[src/rtl/l2_reqs_sched_pkg.sv]
// Shared constants and types for the L2 request-buffer scheduler.
package l2_reqs_sched_pkg;

  // Default geometry of the request buffer and starvation threshold
  localparam int L2_N_REQS       = 4;
  localparam int L2_REQS_BITS    = 2;
  localparam int L2_STARVE_LIMIT = 8;

  // Request-buffer opcodes
  localparam logic [2:0] L2_REQS_IDLE       = 3'd0;
  localparam logic [2:0] L2_REQS_LOOKUP     = 3'd1;
  localparam logic [2:0] L2_REQS_PEEK_REQ   = 3'd2;
  localparam logic [2:0] L2_REQS_PEEK_FLUSH = 3'd3;
  localparam logic [2:0] L2_REQS_PEEK_FWD   = 3'd4;

  // Requester encodings; bit 1 set means an allocating requester
  localparam logic [1:0] L2_SCHED_SRC_RSP   = 2'd0;
  localparam logic [1:0] L2_SCHED_SRC_FWD   = 2'd1;
  localparam logic [1:0] L2_SCHED_SRC_CPU   = 2'd2;
  localparam logic [1:0] L2_SCHED_SRC_FLUSH = 2'd3;

  typedef enum logic [1:0] {
    L2_SCHED_IDLE,
    L2_SCHED_PEEK,
    L2_SCHED_RESULT
  } l2_sched_state_t;

  // Opcode driven on the buffer port for a given requester
  function automatic logic [2:0] src_opcode(input logic [1:0] src);
    logic [2:0] op;
    case (src)
      L2_SCHED_SRC_RSP: op = L2_REQS_LOOKUP;
      L2_SCHED_SRC_FWD: op = L2_REQS_PEEK_FWD;
      L2_SCHED_SRC_CPU: op = L2_REQS_PEEK_REQ;
      default:          op = L2_REQS_PEEK_FLUSH;
    endcase
    return op;
  endfunction

endpackage

[src/rtl/l2_reqs_sched_arb.sv]
// Combinational winner select: rsp > fwd > {cpu, flush} round-robin,
// with a starved allocating requester promoted above rsp/fwd.
module l2_reqs_sched_arb
  import l2_reqs_sched_pkg::*;
#(
  parameter int STARVE_LIMIT = L2_STARVE_LIMIT,
  parameter int STARVE_W     = $clog2(STARVE_LIMIT + 1)
) (
  input  logic                rsp_valid,
  input  logic                fwd_valid,
  input  logic                cpu_valid,
  input  logic                flush_valid,
  input  logic                reqs_full,
  input  logic                rr_flush,
  input  logic [STARVE_W-1:0] starve_cnt,
  output logic                gnt_valid,
  output logic [1:0]          gnt_src,
  output logic                alloc_lost
);

  logic       alloc_elig;
  logic       alloc_forced;
  logic [1:0] alloc_src;

  // Priority select; alloc_lost flags an eligible allocator beaten by rsp/fwd
  always_comb begin
    alloc_elig   = !reqs_full && (cpu_valid || flush_valid);
    alloc_src    = (flush_valid && (!cpu_valid || rr_flush)) ? L2_SCHED_SRC_FLUSH
                                                             : L2_SCHED_SRC_CPU;
    alloc_forced = alloc_elig && (starve_cnt == STARVE_W'(STARVE_LIMIT));
    gnt_valid    = 1'b1;
    gnt_src      = L2_SCHED_SRC_RSP;
    alloc_lost   = 1'b0;
    if (alloc_forced) begin
      gnt_src = alloc_src;
    end else if (rsp_valid) begin
      gnt_src    = L2_SCHED_SRC_RSP;
      alloc_lost = alloc_elig;
    end else if (fwd_valid) begin
      gnt_src    = L2_SCHED_SRC_FWD;
      alloc_lost = alloc_elig;
    end else if (alloc_elig) begin
      gnt_src = alloc_src;
    end else begin
      gnt_valid = 1'b0;
    end
  end

endmodule

[src/rtl/l2_reqs_sched.sv]
// L2 request-buffer scheduler: serialises rsp/fwd/cpu/flush onto the
// buffer opcode port, latches peek results and tracks occupancy.
module l2_reqs_sched
  import l2_reqs_sched_pkg::*;
#(
  parameter int N_REQS       = L2_N_REQS,
  parameter int REQS_BITS    = L2_REQS_BITS,
  parameter int STARVE_LIMIT = L2_STARVE_LIMIT
) (
  input  logic                 clk,
  input  logic                 rst,
  input  logic                 rsp_valid,
  output logic                 rsp_ready,
  input  logic                 fwd_valid,
  output logic                 fwd_ready,
  input  logic                 cpu_valid,
  output logic                 cpu_ready,
  input  logic                 flush_valid,
  output logic                 flush_ready,
  input  logic                 free_valid,
  input  logic                 set_set_conflict_reqs,
  input  logic                 reqs_hit,
  input  logic [REQS_BITS-1:0] reqs_i,
  output logic [2:0]           reqs_op_code,
  output logic                 fill_reqs,
  output logic                 fill_reqs_flush,
  output logic                 done_valid,
  output logic [1:0]           done_src,
  output logic                 done_hit,
  output logic                 done_conflict,
  output logic [REQS_BITS-1:0] done_idx,
  output logic [REQS_BITS:0]   reqs_cnt,
  output logic                 reqs_full,
  output logic                 ovf_err
);

  localparam int STARVE_W = $clog2(STARVE_LIMIT + 1);
  localparam int CNT_W    = REQS_BITS + 1;

  // Saturating occupancy update; returns {overflow, next count}
  function automatic logic [CNT_W:0] occ_next(input logic [CNT_W-1:0] cnt,
                                              input logic inc, input logic dec);
    logic [CNT_W:0] r;
    r = {1'b0, cnt};
    if (inc && !dec) begin
      if (cnt == CNT_W'(N_REQS)) r[CNT_W] = 1'b1;
      else                       r[CNT_W-1:0] = cnt + CNT_W'(1);
    end else if (dec && !inc) begin
      if (cnt == '0) r[CNT_W] = 1'b1;
      else           r[CNT_W-1:0] = cnt - CNT_W'(1);
    end
    return r;
  endfunction

  l2_sched_state_t     state_q, state_d;
  logic [1:0]          src_p1;
  logic                conflict_p2;
  logic                rr_flush;
  logic [STARVE_W-1:0] starve_cnt;
  logic                gnt_valid;
  logic [1:0]          gnt_src;
  logic                alloc_lost;
  logic                grant;
  logic [CNT_W:0]      occ_upd;

  l2_reqs_sched_arb #(
    .STARVE_LIMIT (STARVE_LIMIT),
    .STARVE_W     (STARVE_W)
  ) u_arb (
    .rsp_valid   (rsp_valid),
    .fwd_valid   (fwd_valid),
    .cpu_valid   (cpu_valid),
    .flush_valid (flush_valid),
    .reqs_full   (reqs_full),
    .rr_flush    (rr_flush),
    .starve_cnt  (starve_cnt),
    .gnt_valid   (gnt_valid),
    .gnt_src     (gnt_src),
    .alloc_lost  (alloc_lost)
  );

  // rst is active-low: no grant is issued while the block is held in reset
  assign grant     = (state_q == L2_SCHED_IDLE) && gnt_valid && rst;
  assign reqs_full = (reqs_cnt == CNT_W'(N_REQS));
  assign occ_upd   = occ_next(reqs_cnt, fill_reqs || fill_reqs_flush, free_valid);

  // State register
  always_ff @(posedge clk or negedge rst) begin
    if (!rst) state_q <= L2_SCHED_IDLE;
    else      state_q <= state_d;
  end

  // Next state and all sequence outputs
  always_comb begin
    state_d         = state_q;
    rsp_ready       = 1'b0;
    fwd_ready       = 1'b0;
    cpu_ready       = 1'b0;
    flush_ready     = 1'b0;
    reqs_op_code    = L2_REQS_IDLE;
    fill_reqs       = 1'b0;
    fill_reqs_flush = 1'b0;
    done_valid      = 1'b0;
    done_src        = L2_SCHED_SRC_RSP;
    done_hit        = 1'b0;
    done_conflict   = 1'b0;
    done_idx        = '0;
    case (state_q)
      // ---- grant: winner gets ready pulse and its opcode this cycle
      L2_SCHED_IDLE: begin
        if (grant) begin
          rsp_ready    = (gnt_src == L2_SCHED_SRC_RSP);
          fwd_ready    = (gnt_src == L2_SCHED_SRC_FWD);
          cpu_ready    = (gnt_src == L2_SCHED_SRC_CPU);
          flush_ready  = (gnt_src == L2_SCHED_SRC_FLUSH);
          reqs_op_code = src_opcode(gnt_src);
          state_d      = L2_SCHED_PEEK;
        end
      end
      // ---- p1: opcode held while the buffer registers its result
      L2_SCHED_PEEK: begin
        reqs_op_code = src_opcode(src_p1);
        state_d      = L2_SCHED_RESULT;
      end
      // ---- p2: report result, fill only when allocation is clean
      L2_SCHED_RESULT: begin
        done_valid = 1'b1;
        done_src   = src_p1;
        done_idx   = reqs_i;
        case (src_p1)
          L2_SCHED_SRC_CPU: begin
            if (conflict_p2) begin
              done_conflict = 1'b1;
            end else begin
              fill_reqs = 1'b1;
              done_hit  = 1'b1;
            end
          end
          L2_SCHED_SRC_FLUSH: begin
            fill_reqs_flush = 1'b1;
            done_hit        = 1'b1;
          end
          default: done_hit = reqs_hit;
        endcase
        state_d = L2_SCHED_IDLE;
      end
      default: state_d = L2_SCHED_IDLE;
    endcase
  end

  // Latch winner at grant and cpu set-conflict at the end of the peek cycle
  always_ff @(posedge clk or negedge rst) begin
    if (!rst) begin
      src_p1      <= L2_SCHED_SRC_RSP;
      conflict_p2 <= 1'b0;
    end else begin
      if (grant) src_p1 <= gnt_src;
      if (state_q == L2_SCHED_PEEK)
        conflict_p2 <= (src_p1 == L2_SCHED_SRC_CPU) && set_set_conflict_reqs;
    end
  end

  // Round-robin pointer and starvation counter for the allocating requesters
  always_ff @(posedge clk or negedge rst) begin
    if (!rst) begin
      rr_flush   <= 1'b0;
      starve_cnt <= '0;
    end else if (grant && gnt_src[1]) begin
      rr_flush   <= ~rr_flush;
      starve_cnt <= '0;
    end else if (grant && alloc_lost && (starve_cnt < STARVE_W'(STARVE_LIMIT))) begin
      starve_cnt <= starve_cnt + STARVE_W'(1);
    end
  end

  // Occupancy counter with sticky under/overflow flag
  always_ff @(posedge clk or negedge rst) begin
    if (!rst) begin
      reqs_cnt <= '0;
      ovf_err  <= 1'b0;
    end else begin
      reqs_cnt <= occ_upd[CNT_W-1:0];
      ovf_err  <= ovf_err | occ_upd[CNT_W];
    end
  end

endmodule

[config.mk]
export PLATFORM = sky130hd
export DESIGN_NAME = l2_reqs_sched
export DESIGN_NICKNAME = d
export VERILOG_FILES = /design/src/rtl/l2_reqs_sched_pkg.sv /design/src/rtl/l2_reqs_sched_arb.sv /design/src/rtl/l2_reqs_sched.sv
export SDC_FILE = /design/constraint.sdc
export NUM_CORES = 1
export LEC_CHECK = 0
export CORE_MARGIN = 4
export CORE_UTILIZATION = 42
export CTS_CLUSTER_DIAMETER = 120
export DETAILED_ROUTE_END_ITERATION = 16
export HOLD_SLACK_MARGIN = 0.03
export PLACE_DENSITY = 0.85
export SKIP_CTS_REPAIR_TIMING = 1
export SYNTH_ARGS = -nofsm -noshare
export SYNTH_HDL_FRONTEND = slang
export SYNTH_SLANG_ARGS = --single-unit
[constraint.sdc]
create_clock -name clk -period 2.3 [get_ports clk]
set_input_delay 0.23 -clock clk [delete_from_list [all_inputs] [get_ports clk]]
set_output_delay 0.23 -clock clk [all_outputs]
set_load 0.05 [all_outputs]
==> results.cfg, run 1 <==
[timing]
relSlewSlack_pct = 65.8
finalSetupTns_ns = -0.899
holdWs_ns = 0.319
setup_ws_ns = -0.254
grt_setup_unrepaired = yes
final.setup_skew_ns = 0.000869
setup_viol = 6
min_period_over_period_pct = 111
timing.fmax_mhz = 392
min_period_ns = 2.55
worst_pin_slew_ns = 0.512
drv_slew = 0
hold_viol_final = 0

[clock_network]
clock_latency_ns = 0.29
cts_root_buf = clkbuf_4
cts_max_level = 1
clock_path_buffers = 2
cts_tree = done
cts_made_buffers = 3
clkSlewWorstSetupHoldPaths_ns = 0.09
clock_sinks = 14

[setup_path]
end_kind = primary output
cp-start-kind = flop
crit_type = reg -> out
arrival_ns = 2.32
rr_worst_depth = 10
cp.required_ns = 2.07
cp_max_fo = 4

[global_routing]
gr-usage-all-layers_pct = 16.8
grt_max_degree = 15
grt_antenna_before_repair = 0
grt_pass1_vias = 1028
grt_pass1_wl_mm = 4.43
grt_overflow = 0

[die]
fp.dieW_um = 58.6
row_count = 18
io_pins = 32
dieArea_mm2 = 0.00344
die_h_um = 58.6
core_mm2 = 0.00245
start_util_pct = 43.9

[synthesis]
synth-adder-area-share_pct = 16.3
seq_area_frac_synth_pct = 32.5
synth_compound_area_share_pct = 15.3
synthDistinctLibCells = 35
synth-seq-cells = 14
synth_area_mm2 = 0.00108
syn_nets = 145
synth-simple-area-share_pct = 24.3
yosysWarnings = 0
yosys.area_share.xor_xnor_pct = 2.44
synthMuxAreaShare_pct = 2.79
synthCells = 120
synth.avg_cell_area_um2 = 8.98
synth_top_family_by_area = simple AND/OR/NAND/NOR gates

[layout]
final_area_mm2 = 0.00172
final_net_count = 189
seqCellArea_um2 = 354
fillers = 187
stdcell_count = 193
n_antenna_cell = 0
area_delta_synth_final_pct = 60.0
multiInputGateArea_um2 = 776
drive_above_1_share_pct = 34.4

[hold_path]
hp-class = in -> async

[route]
vias = 1048
drtPass1Iterations = 4
post_drt_wl_per_cell_um = 16.5
wirelength_mm = 3.19
drt-initial-drc-count = 40
vias_per_cell = 5.43
drc = 0
ant_nets = 0

[placed_design]
place_inst = 185
place_ws_ns = -0.0920
gp_congestion = 0.812
place_area_mm2 = 0.00159
port_buffers = 31
dp_hpwl_mm = 2.18

[power]
irDropWorstVdd_mv = 0.890
powerDensity_mw_per_mm2 = 973
leakage_nw = 0.809

[job]
drv_cap = 0

[status]
outcome = complete, but fails checks
failed_checks = setup timing
## placed cells by master, fill, tap and decap left out, types with 2 or more instances in the layout
| master | count |
|---|---|
| clkdlybuf4s50_1 | 19 |
| nor2_1 | 14 |
| buf_4 | 14 |
| dfrtp_1 | 11 |
| ha_1 | 10 |
| inv_1 | 8 |
| and2_1 | 8 |
| buf_12 | 7 |
| a21oi_1 | 6 |
| nand2_1 | 5 |
| o21ai_0 | 4 |
| inv_2 | 3 |
| a2bb2oi_2 | 3 |
| mux2i_1 | 3 |
| ha_4 | 3 |
| clkbuf_4 | 3 |
| dlymetal6s2s_1 | 3 |
| dfrtp_2 | 3 |
| and2_4 | 2 |
| nor2_2 | 2 |
| a21oi_4 | 2 |
| nor3b_1 | 2 |
| xnor2_1 | 2 |
| a41oi_1 | 2 |
## synthesized netlist by cell type, drive strengths merged
library cell,instances,area (um^2)
nand2,5,18.8
nor4,2,33.8
xnor2,2,17.5
or2b,1,7.51
xor2,1,8.76
nor2,17,63.8
inv,12,45.0
buf,2,16.3
o21bai,1,7.51
o22ai,2,12.5
nor3b,2,15.0
and2b,1,8.76
nor2b,1,6.26
o21a,1,7.51
clkbuf,2,7.51
a2bb2oi,3,26.3
o2bb2ai,1,8.76
or2,1,6.26
o21ai,4,20.0
a21oi,9,48.8
dfrtp,14,350
ha,14,175
o22a,1,8.76
a22oi,1,7.51
and3,2,13.8
a41oi,2,17.5
and3b,1,10.0
and2,10,62.6
or3b,1,8.76
mux2i,3,30.0
nand2b,1,6.26
## report_power, final
part           switching (mW)  leakage, nW  internal, mW  total [mW]
clock                  0.0922       0.0210        0.0966       0.189
sequential             0.0966        0.171         0.327       0.423
combinational           0.612        0.617         0.454        1.07
## worst max-delay path: stages (launching register included)
cell and delay (ns):
dfrtp_1 0.42, inv_1 0.07, ha_2 0.16, and3b_2 0.23, a2bb2oi_2 0.15, a2bb2oi_2 0.20
inv_2 0.09, ha_4 0.22, nand2b_4 0.15, a21oi_4 0.18, buf_12 0.16
## flip-flops by register name, indices dropped and copies added (netlist names)
register / count
conflict_p2: 1
ovf_err: 1
reqs_cnt: 3
rr_flush: 1
src_p1: 2
starve_cnt: 4
state_q: 2
## through the flow
stage	total power, mW	utilization (%)
2_1_floorplan	1.06	-
3_3_place_gp	1.34	64.7
3_5_place_dp	1.40	64.7
4_1_cts	1.59	66.2
5_1_grt	1.79	70.2
6_report	1.68	70.2
## path summary, 6_finish.rpt
kind / from / endpoint / slack [ns]
setup / recovery: starve_cnt[1] / reqs_op_code[0] / -0.25
hold / removal: rst / state_q[0] / 0.32
setup reg to reg: src_p1[0] / reqs_cnt[2] / 0.15
hold reg to reg: rr_flush / rr_flush / 0.48
max in group asynchronous: rst / reqs_cnt[1] / 1.80
min in group clk: rr_flush / rr_flush / 0.48
## layer usage
layer	global-route usage, %	wire length, um
met1	17.7	1210
met2	31.4	1700
met3	4.39	199
met4	7.12	81
met5	0	0
## layout make-up
class / instances / area share (%)
Tap cell: 30 / 2.18
Timing Repair Buffer: 43 / 27.4
Multi-Input combinational cell: 90 / 45.0
Sequential cell: 14 / 20.5
Inverter: 12 / 2.76
Clock buffer: 4 / 2.10
## kinds of logic (layout without fill, tap and decap cells)
kind of cell / after synthesis / in the layout
flops: 14 / 14
fa+ha+maj: 14 / 14
compound gates: 25 / 25
mux: 3 / 3
xor+xnor: 3 / 3
simple gates: 45 / 45
buf+inv: 16 / 59
Note: power is estimated with default switching activity, not from simulation.
==> run 2: changes to the inputs <==
--- a/config.mk
+++ b/config.mk
@@ -5,6 +5,7 @@
 export SDC_FILE = /design/constraint.sdc
 export NUM_CORES = 1
 export LEC_CHECK = 0
+export CORE_ASPECT_RATIO = 1.2
 export CORE_MARGIN = 4
 export CORE_UTILIZATION = 42
 export CTS_CLUSTER_DIAMETER = 120
==> constraint.sdc (replaced) <==
create_clock -name clk -period 2.3 [get_ports clk]
set_input_delay 0.46 -clock clk [delete_from_list [all_inputs] [get_ports clk]]
set_output_delay 0.46 -clock clk [all_outputs]
set_load 0.05 [all_outputs]
==> run 2 against run 1 <==
  * The run still ends with setup timing left
  * Sequential cell count did not move
  * Count of clock-buffer cells in the layout did not move
  * Sequential share of layout area fell by 1.5 points
  * First-iteration DRC count fell by 55%
  * Worst hold slack improved by 0.17 ns
  * Cell count rose by 7.3%
  * Critical path type unchanged
  * Critical endpoint is now rsp_ready
  * Highest routed layer unchanged
==> results.cfg, run 2 (same netlist as run 1, synthesis figures left out) <==
[power]
clkPwrFrac_pct = 10.4
p_switching_mw = 0.812
cellInternalPower_mw = 0.983
p_comb_share_pct = 67.6
seqPwrFrac_pct = 22.0
power_mw = 1.79
leakage_nw = 0.870
irDropWorstVdd_mv = 0.814
p_sw_share_pct = 45.2
powerDensity_mw_per_mm2 = 967

[die]
start_util_pct = 45.3
core_mm2 = 0.00238
fp.dieW_um = 54.2
dieArea_mm2 = 0.00344
io_pins = 32
row_count = 19
die_h_um = 63.5

[timing]
min_period_over_period_pct = 115
hold_viol_final = 0
final.setup_skew_ns = 0.00662
setup_ws_ns = -0.347
worst_pin_slew_ns = 0.500
grt_setup_unrepaired = yes
holdWs_ns = 0.487
relSlewSlack_pct = 66.5
min_period_ns = 2.65
timing.fmax_mhz = 378
setup_viol = 7
finalSetupTns_ns = -1.88
drv_slew = 0

[route]
ant_nets = 0
post_drt_wl_per_cell_um = 15.1
drt-initial-drc-count = 18
vias_per_cell = 5.23
drtPass1Iterations = 4
drc = 0
vias = 1082
wirelength_mm = 3.13

[layout]
reg_top3 = starve_cnt: 4 flops, reqs_cnt: 3 flops
largest_register_ffs = 4
stdcell_count = 207
seqCellArea_um2 = 354
fillers = 154
area_delta_synth_final_pct = 72.4
regMostFlops = starve_cnt
layout_commonest_cell = buf_4
multiInputGateArea_um2 = 781
final_cell_mix = buf_4, nor2_1, ha_1, clkdlybuf4s50_1
drive_above_1_share_pct = 45.5
final_net_count = 202
n_antenna_cell = 0

[clock_network]
cts_tree = done
clock_sinks = 14
clock_path_buffers = 2
cts_max_level = 1
clkSlewWorstSetupHoldPaths_ns = 0.09
cts_root_buf = clkbuf_4
clock_latency_ns = 0.30
cts_made_buffers = 3

[placed_design]
port_buffers = 31
dp_hpwl_mm = 2.34
gp_congestion = 0.877
place_inst = 200

[global_routing]
grt_antenna_before_repair = 0
gr-usage-all-layers_pct = 17.9
grt_max_degree = 15
grt_overflow = 0
grt_pass1_wl_mm = 4.74
grt_pass1_vias = 1079

[setup_path]
timing.rr.end = reqs_cnt[2]
cp_top_family = simple AND/OR/NAND/NOR gates
rr_worst_depth = 10
arrival_ns = 2.19
crit_cells = 10
worst_r2r_startpoint = src_p1[0]
end_kind = primary output
cp_max_fo = 4
crit_type = reg -> out
crit_chain = inv_1 > ha_1 > and3b_2 > nor2_1 > nor2_2 > inv_2 > buf_6 > ha_1 > and2_2 > buf_12
cp.required_ns = 1.84
reg2reg_setup_slack_ns = 0.18
cp-start-kind = flop
cp_slowest_stage_delay_ns = 0.39
critical_path.slowest_cell = dfrtp_1
crit_top_cell = ha_1
cp.buffers_inverters = 4

[hold_path]
hp-class = in -> async

[status]
failed_checks = setup timing
outcome = complete, but fails checks

[job]
drv_cap = 0
run 2: cell count changes in the layout (fill, tap and decap cells not counted), sizes merged:
cell | previous run | this run
dlymetal6s2s | 3 | 2
clkdlybuf4s50 | 19 | 12
buf | 21 | 42
run 2: worst max path at each step:
stage | from | slack [ns] | end
2_1_floorplan | reqs_cnt[0] | -0.36 | reqs_op_code[0]
3_3_place_gp | cpu_valid | -0.41 | reqs_op_code[0]
3_5_place_dp | cpu_valid | -0.51 | reqs_op_code[0]
4_1_cts | cpu_valid | -0.51 | reqs_op_code[0]
5_1_grt | starve_cnt[0] | -0.49 | rsp_ready
6_report | starve_cnt[0] | -0.35 | rsp_ready
run 2: cell type report:
cell class	instances	share of cell area (%)
inverter	12	2.43
sequential	14	19.1
timing repair buffer	56	32.4
clock buffer	4	1.95
tap	31	2.09
multi-input combinational	90	42.0
run 2: power groups by stage:
stage / clock network [mW] / registers [mW] / logic, mW
finish: 0.187 / 0.394 / 1.21
CTS: 0.185 / 0.388 / 1.15
detailed placement: 0 / 0.391 / 1.14
global route: 0.201 / 0.406 / 1.31
global placement: 0 / 0.388 / 1.09
floorplan: 0 / 0.487 / 0.591
run 2: per-layer routing:
layer  wire length, um  vias up  global-route usage [%]  part of all wire, %
met3               235       15                    3.30                  7.5
met1              1150      506                    21.3                   37
met5                 0        -                       0                    0
met4               170        0                    6.23                  5.4
li1                  -      518                       -                    -
met2              1580       43                    30.7                   50
run 2: worst register-to-register path: stages (launching register included):
cell and delay [ns]:
dfrtp_1 0.42, inv_1 0.06, ha_1 0.26, nand2_1 0.13, nor2_4 0.06, or2_2 0.28, ha_1 0.21, buf_4 0.17
a21oi_1 0.12, a41oi_1 0.07, o22a_1 0.23
run 2: stage by stage:
| stage | setup slack (ns) | utilization (%) | area (um^2) |
|---|---|---|---|
| after floorplan | -0.363 | - | 1160 |
| after global placement | -0.415 | 73.3 | 1740 |
| after detailed placement | -0.505 | 73.3 | 1740 |
| after CTS | -0.514 | 74.8 | 1780 |
| after global routing | -0.494 | 78.1 | 1860 |
| final | -0.347 | 78.1 | 1860 |
==> run 3: changes to the inputs <==
--- a/config.mk
+++ b/config.mk
@@ -8,7 +8,7 @@
 export CORE_ASPECT_RATIO = 1.2
 export CORE_MARGIN = 4
 export CORE_UTILIZATION = 42
-export CTS_CLUSTER_DIAMETER = 120
+export CTS_CLUSTER_DIAMETER = 40
 export DETAILED_ROUTE_END_ITERATION = 16
 export HOLD_SLACK_MARGIN = 0.03
 export PLACE_DENSITY = 0.85
==> results of run 3 <==
Same layout as run 2: the final DEF is identical, and so are final timing and power.
==> edit 1 (config.mk and constraints of run 3) <==
Register the input `set_set_conflict_reqs` before use. The logic sees it one clock later. The other inputs are not delayed to match.
--- a/src/rtl/l2_reqs_sched.sv
+++ b/src/rtl/l2_reqs_sched.sv
@@ -38,2 +38,8 @@
   localparam int CNT_W    = REQS_BITS + 1;
+
+  logic set_set_conflict_reqs_q;
+
+  always_ff @(posedge clk) begin
+    set_set_conflict_reqs_q <= set_set_conflict_reqs;
+  end
 
@@ -158,3 +164,3 @@
       if (state_q == L2_SCHED_PEEK)
-        conflict_p2 <= (src_p1 == L2_SCHED_SRC_CPU) && set_set_conflict_reqs;
+        conflict_p2 <= (src_p1 == L2_SCHED_SRC_CPU) && set_set_conflict_reqs_q;
     end
Check against the original RTL: not equivalent (Yosys sat finds a counterexample within 4 cycles, from zero or initial values and one cycle with rst low).
==> edit 1 against run 3 <==
The run still ends with setup timing left. Register-to-register slack got worse by 0.04 ns. Synthesized area is 1.0% higher. Final area rose by 3.6%. Hold slack lost 0.019 ns. Via count is 4.8% lower. Power about the same. Die area is 0.91% higher. Worst setup slack gained 0.091 ns. Sequential cell count increased by 1. Wire length shrank 8.9%. Critical path type unchanged.
==> edit 1: results <==
export IMPL_grt_pass1_vias=1026
export IMPL_switchingPower_mw=0.8165
export IMPL_rows=19
export IMPL_skew_ns=0.003705
export IMPL_hpwl_mm=2.099
export IMPL_grt_usage_pct=16.03
export IMPL_clk_insertion_delay_late_ns=0.28
export IMPL_nFillCells=146
export IMPL_synthesis_nets=143
export IMPL_routabilityCongestion=0.8227
export IMPL_reg_largest_list="starve_cnt x4, reqs_cnt x3"
export IMPL_cts_made_buffers=3
export IMPL_critical_path_arrival_ns=2.10
export IMPL_p_leak_nw=0.8639
export IMPL_wl_per_cell_um=13.85
export IMPL_r2r_slack_ns=0.14
export IMPL_cts_buffer_depth=2
export IMPL_firstDrtPassIters=4
export IMPL_antenna_found_initial=0
export IMPL_setup_violations=7
export IMPL_drt_initial_drc_count=8
export IMPL_place_area_um2=1724
export IMPL_cts_htree_levels=1
export IMPL_yosysUniqueCellTypes=35
export IMPL_setup_ws_ns=-0.2554
export IMPL_status="finished, violations left"
export IMPL_avgSynthCellArea_um2=9.225
export IMPL_io_buffers=31
export IMPL_routed_wl_mm=2.854
export IMPL_avgViaCountPerCell=5.000
export IMPL_violations="setup timing"
export IMPL_synth_edf_count=0
export IMPL_synthTopCellsByArea="dfrtp_1, ha_1, and2_1"
export IMPL_grt_pass1_wl_mm=4.284
export IMPL_holdWs_ns=0.4682
export IMPL_cp_max_fo=5
export IMPL_clk_pin_slew_ns=0.10
export IMPL_clockPowerShare_pct=8.6
export IMPL_synth_seq_area_share_pct=34.02
export IMPL_root_buffer="clkbuf_4"
export IMPL_async_reset_ff_share_pct=93.33
export IMPL_hp_class="reg2reg"
export IMPL_drtAntennaViolNets=0
export IMPL_grt_start_max_net_pins=15
export IMPL_ys_top_cells_by_count="dfrtp_1, ha_1, nor2_1"
export IMPL_antenna_cells=0
export IMPL_drive_above_1_share_pct=49.71
export IMPL_final_net_count=201
export IMPL_yosysWarnings=0
export IMPL_dp_cells=192
export IMPL_vdd_ir_drop_max_uv=908.0
export IMPL_tightest_slew_ns=0.4972
[edit 1: layout make-up]
class	count	area (um^2)	share of cell area (%)
clock buffer	3	22.52	1.171
multi-input combinational	87	815.8	42.42
clock inverter	1	5.005	0.2602
timing repair buffer	57	614.3	31.95
sequential	15	374.1	19.45
tap	31	38.79	2.017
inverter	12	52.55	2.733
[edit 1: critical path, stage by stage, from the launching register on]
cell       delay (ns)
dfrtp_2          0.41
inv_4            0.05
ha_4             0.18
o2bb2ai_4        0.16
o21ai_2          0.18
a2bb2oi_2        0.19
inv_2            0.07
ha_4             0.21
a22oi_2          0.16
nor2_4           0.06
buf_12           0.15
[edit 1: path summary, 6_finish.rpt]
check / start / endpoint / depth (start not counted)
max reg2reg: state_q[1] / reqs_cnt[0] / 7
max in group asynchronous: rst / reqs_cnt[0] / 2
max: reqs_cnt[0] / reqs_op_code[0] / 10
min reg2reg: set_set_conflict_reqs_q / conflict_p2 / 2
min: set_set_conflict_reqs_q / conflict_p2 / 2
min in group asynchronous: rst / conflict_p2 / 2
[edit 1: routing by layer]
metal	vias up	wire length [um]	GRT usage, %
met5	-	0	0
met4	0	14	4.673
met3	2	126	1.395
met2	29	1430	28.59
met1	489	1283	19.73
li1	510	-	-
[edit 1: power by group through the flow]
| stage | clock network [mW] | logic (mW) | registers, mW |
|---|---|---|---|
| after floorplan | 0 | 0.609 | 0.502 |
| after global placement | 0 | 1.01 | 0.430 |
| after detailed placement | 0 | 1.05 | 0.439 |
| after CTS | 0.157 | 1.06 | 0.435 |
| after global routing | 0.168 | 1.29 | 0.451 |
| final | 0.154 | 1.20 | 0.440 |
[edit 1: logic make-up (layout without fill, tap and decap cells)]
kind of cell / count (synthesis) / after routing / synth area share, %
compound gates: 26 / 26 / 16.32
xor+xnor: 3 / 3 / 2.414
fa+ha+maj: 14 / 14 / 16.09
buf+inv: 16 / 73 / 5.747
flops: 15 / 15 / 34.02
mux: 3 / 3 / 2.759
simple gates: 41 / 41 / 22.64
[edit 1: through the flow]
step           TNS (ns)  worst slack [ns]
5_1_grt          -2.242           -0.4053
2_1_floorplan   -0.4440           -0.1966
4_1_cts          -1.704           -0.3387
3_5_place_dp     -1.532           -0.3122
6_report         -1.418           -0.2554
3_3_place_gp     -1.291           -0.2784
==> edit 2 (flow settings as in run 3) <==
Made on the original files. Change the package constant `L2_REQS_BITS` from 2 to 3.
--- a/src/rtl/l2_reqs_sched_pkg.sv
+++ b/src/rtl/l2_reqs_sched_pkg.sv
@@ -5,3 +5,3 @@
   localparam int L2_N_REQS       = 4;
-  localparam int L2_REQS_BITS    = 2;
+  localparam int L2_REQS_BITS    = 3;
   localparam int L2_STARVE_LIMIT = 8;
Ports: changed (resized done_idx, reqs_cnt and reqs_i); port bits go from 32 to 35. No check against the original RTL was run, so the function may have changed too.
==> edit 2 against run 3 <==
The run still ends with setup timing left. First-iteration DRC count increased by 11%. Wire length increased by 13%. Register-to-register slack got worse by 0.04 ns. Combinational power increased by 14%. Final area increased by 3.4%. Clock skew decreased by 0.0041 ns. Sequential power increased by 21%. Synthesized area increased by 6.7%. Sequential cell count increased by 1. Power increased by 13%. Critical path depth decreased by 3. Count of clock-buffer cells in the layout decreased by 1. Worst setup slack improved by 0.17 ns. Critical path type unchanged. Critical endpoint is now reqs_op_code[0].
==> edit 2: results <==
export IMPL_synthesis_nets=155
export IMPL_p_leak_nw=0.9093
export IMPL_ys_top_cells_by_count="dfrtp_1, nor2_1, inv_1"
export IMPL_avgSynthCellArea_um2=8.581
export IMPL_routed_wl_mm=3.538
export IMPL_violations="setup timing"
export IMPL_place_area_um2=1795
export IMPL_pre_cts_ws_ns=-0.1729
export IMPL_reg_largest_list="reqs_cnt x4, starve_cnt x4"
export IMPL_nFillCells=178
export IMPL_firstDrtPassIters=6
export IMPL_routabilityCongestion=0.7847
export IMPL_status="finished, violations left"
export IMPL_grt_pass1_wl_mm=5.347
export IMPL_critPathMaxStageDelay_ns=0.43
export IMPL_vias=1239
export IMPL_avgViaCountPerCell=5.581
export IMPL_hp_class="reg2reg"
export IMPL_setup_violations=6
export IMPL_final_net_count=211
export IMPL_synthTopCellsByArea="dfrtp_1, ha_1, nor2_1"
export IMPL_grt_usage_pct=18.83
export IMPL_critical_path_arrival_ns=2.02
export IMPL_hpwl_mm=2.682
export IMPL_setup_ws_ns=-0.1786
export IMPL_grt_start_max_net_pins=16
export IMPL_drive_above_1_share_pct=38.62
export IMPL_skew_ns=0.002529
export IMPL_vdd_ir_drop_max_uv=710.9
export IMPL_yosysWarnings=0
export IMPL_io_buffers=34
export IMPL_maxSlewHeadroom_pct=67.21
export IMPL_setup_tns_ns=-0.7258
edit 2: cell count changes after synthesis, moves of 2 or more:
cell	before	now
a211oi_1	0	2
a21o_1	0	5
a21oi_1	8	5
a2bb2oi_1	3	1
and2_1	10	7
ha_1	14	9
nand2_1	5	9
nand2b_1	1	3
nor2_1	17	14
nor3b_1	2	0
o21ai_0	4	8
xnor2_1	2	5
edit 2: worst paths after layout:
check / start / end / slack, ns
worst max-delay path: starve_cnt[0] / reqs_op_code[0] / -0.18
worst min-delay path: ovf_err / ovf_err / 0.47
worst max register to register: src_p1[0] / reqs_cnt[3] / 0.14
worst min register to register: ovf_err / ovf_err / 0.47
max in group asynchronous: rst / reqs_cnt[1] / 1.62
min in group asynchronous: rst / reqs_cnt[2] / 0.48
edit 2: logic make-up after synthesis:
logic type	count (synthesis)	synth area share, %
mux	2	1.741
xor+xnor	5	3.808
buf+inv	17	5.876
simple gates	54	27.75
flops	15	32.64
compound gates	32	18.39
fa+ha+maj	9	9.793
edit 2: layout make-up:
cell class | count | area, um^2 | share of cell area, %
Timing Repair Buffer | 54 | 620.6 | 32.33
Multi-Input combinational cell | 102 | 793.3 | 41.33
Clock inverter | 1 | 5.005 | 0.2608
Clock buffer | 3 | 22.52 | 1.173
Tap cell | 33 | 41.29 | 2.151
Inverter | 14 | 57.56 | 2.999
Sequential cell | 15 | 379.1 | 19.75
edit 2: routing by layer:
metal / GRT usage, % / wire [um]
met1: 20.66 / 1244
met2: 35.65 / 1972
met3: 2.947 / 197
met4: 7.903 / 123
met5: 0 / 0
edit 2: report_power, final:
part / internal, mW / switching (mW)
clock network: 0.0650 / 0.0955
logic: 0.617 / 0.766
registers: 0.368 / 0.108
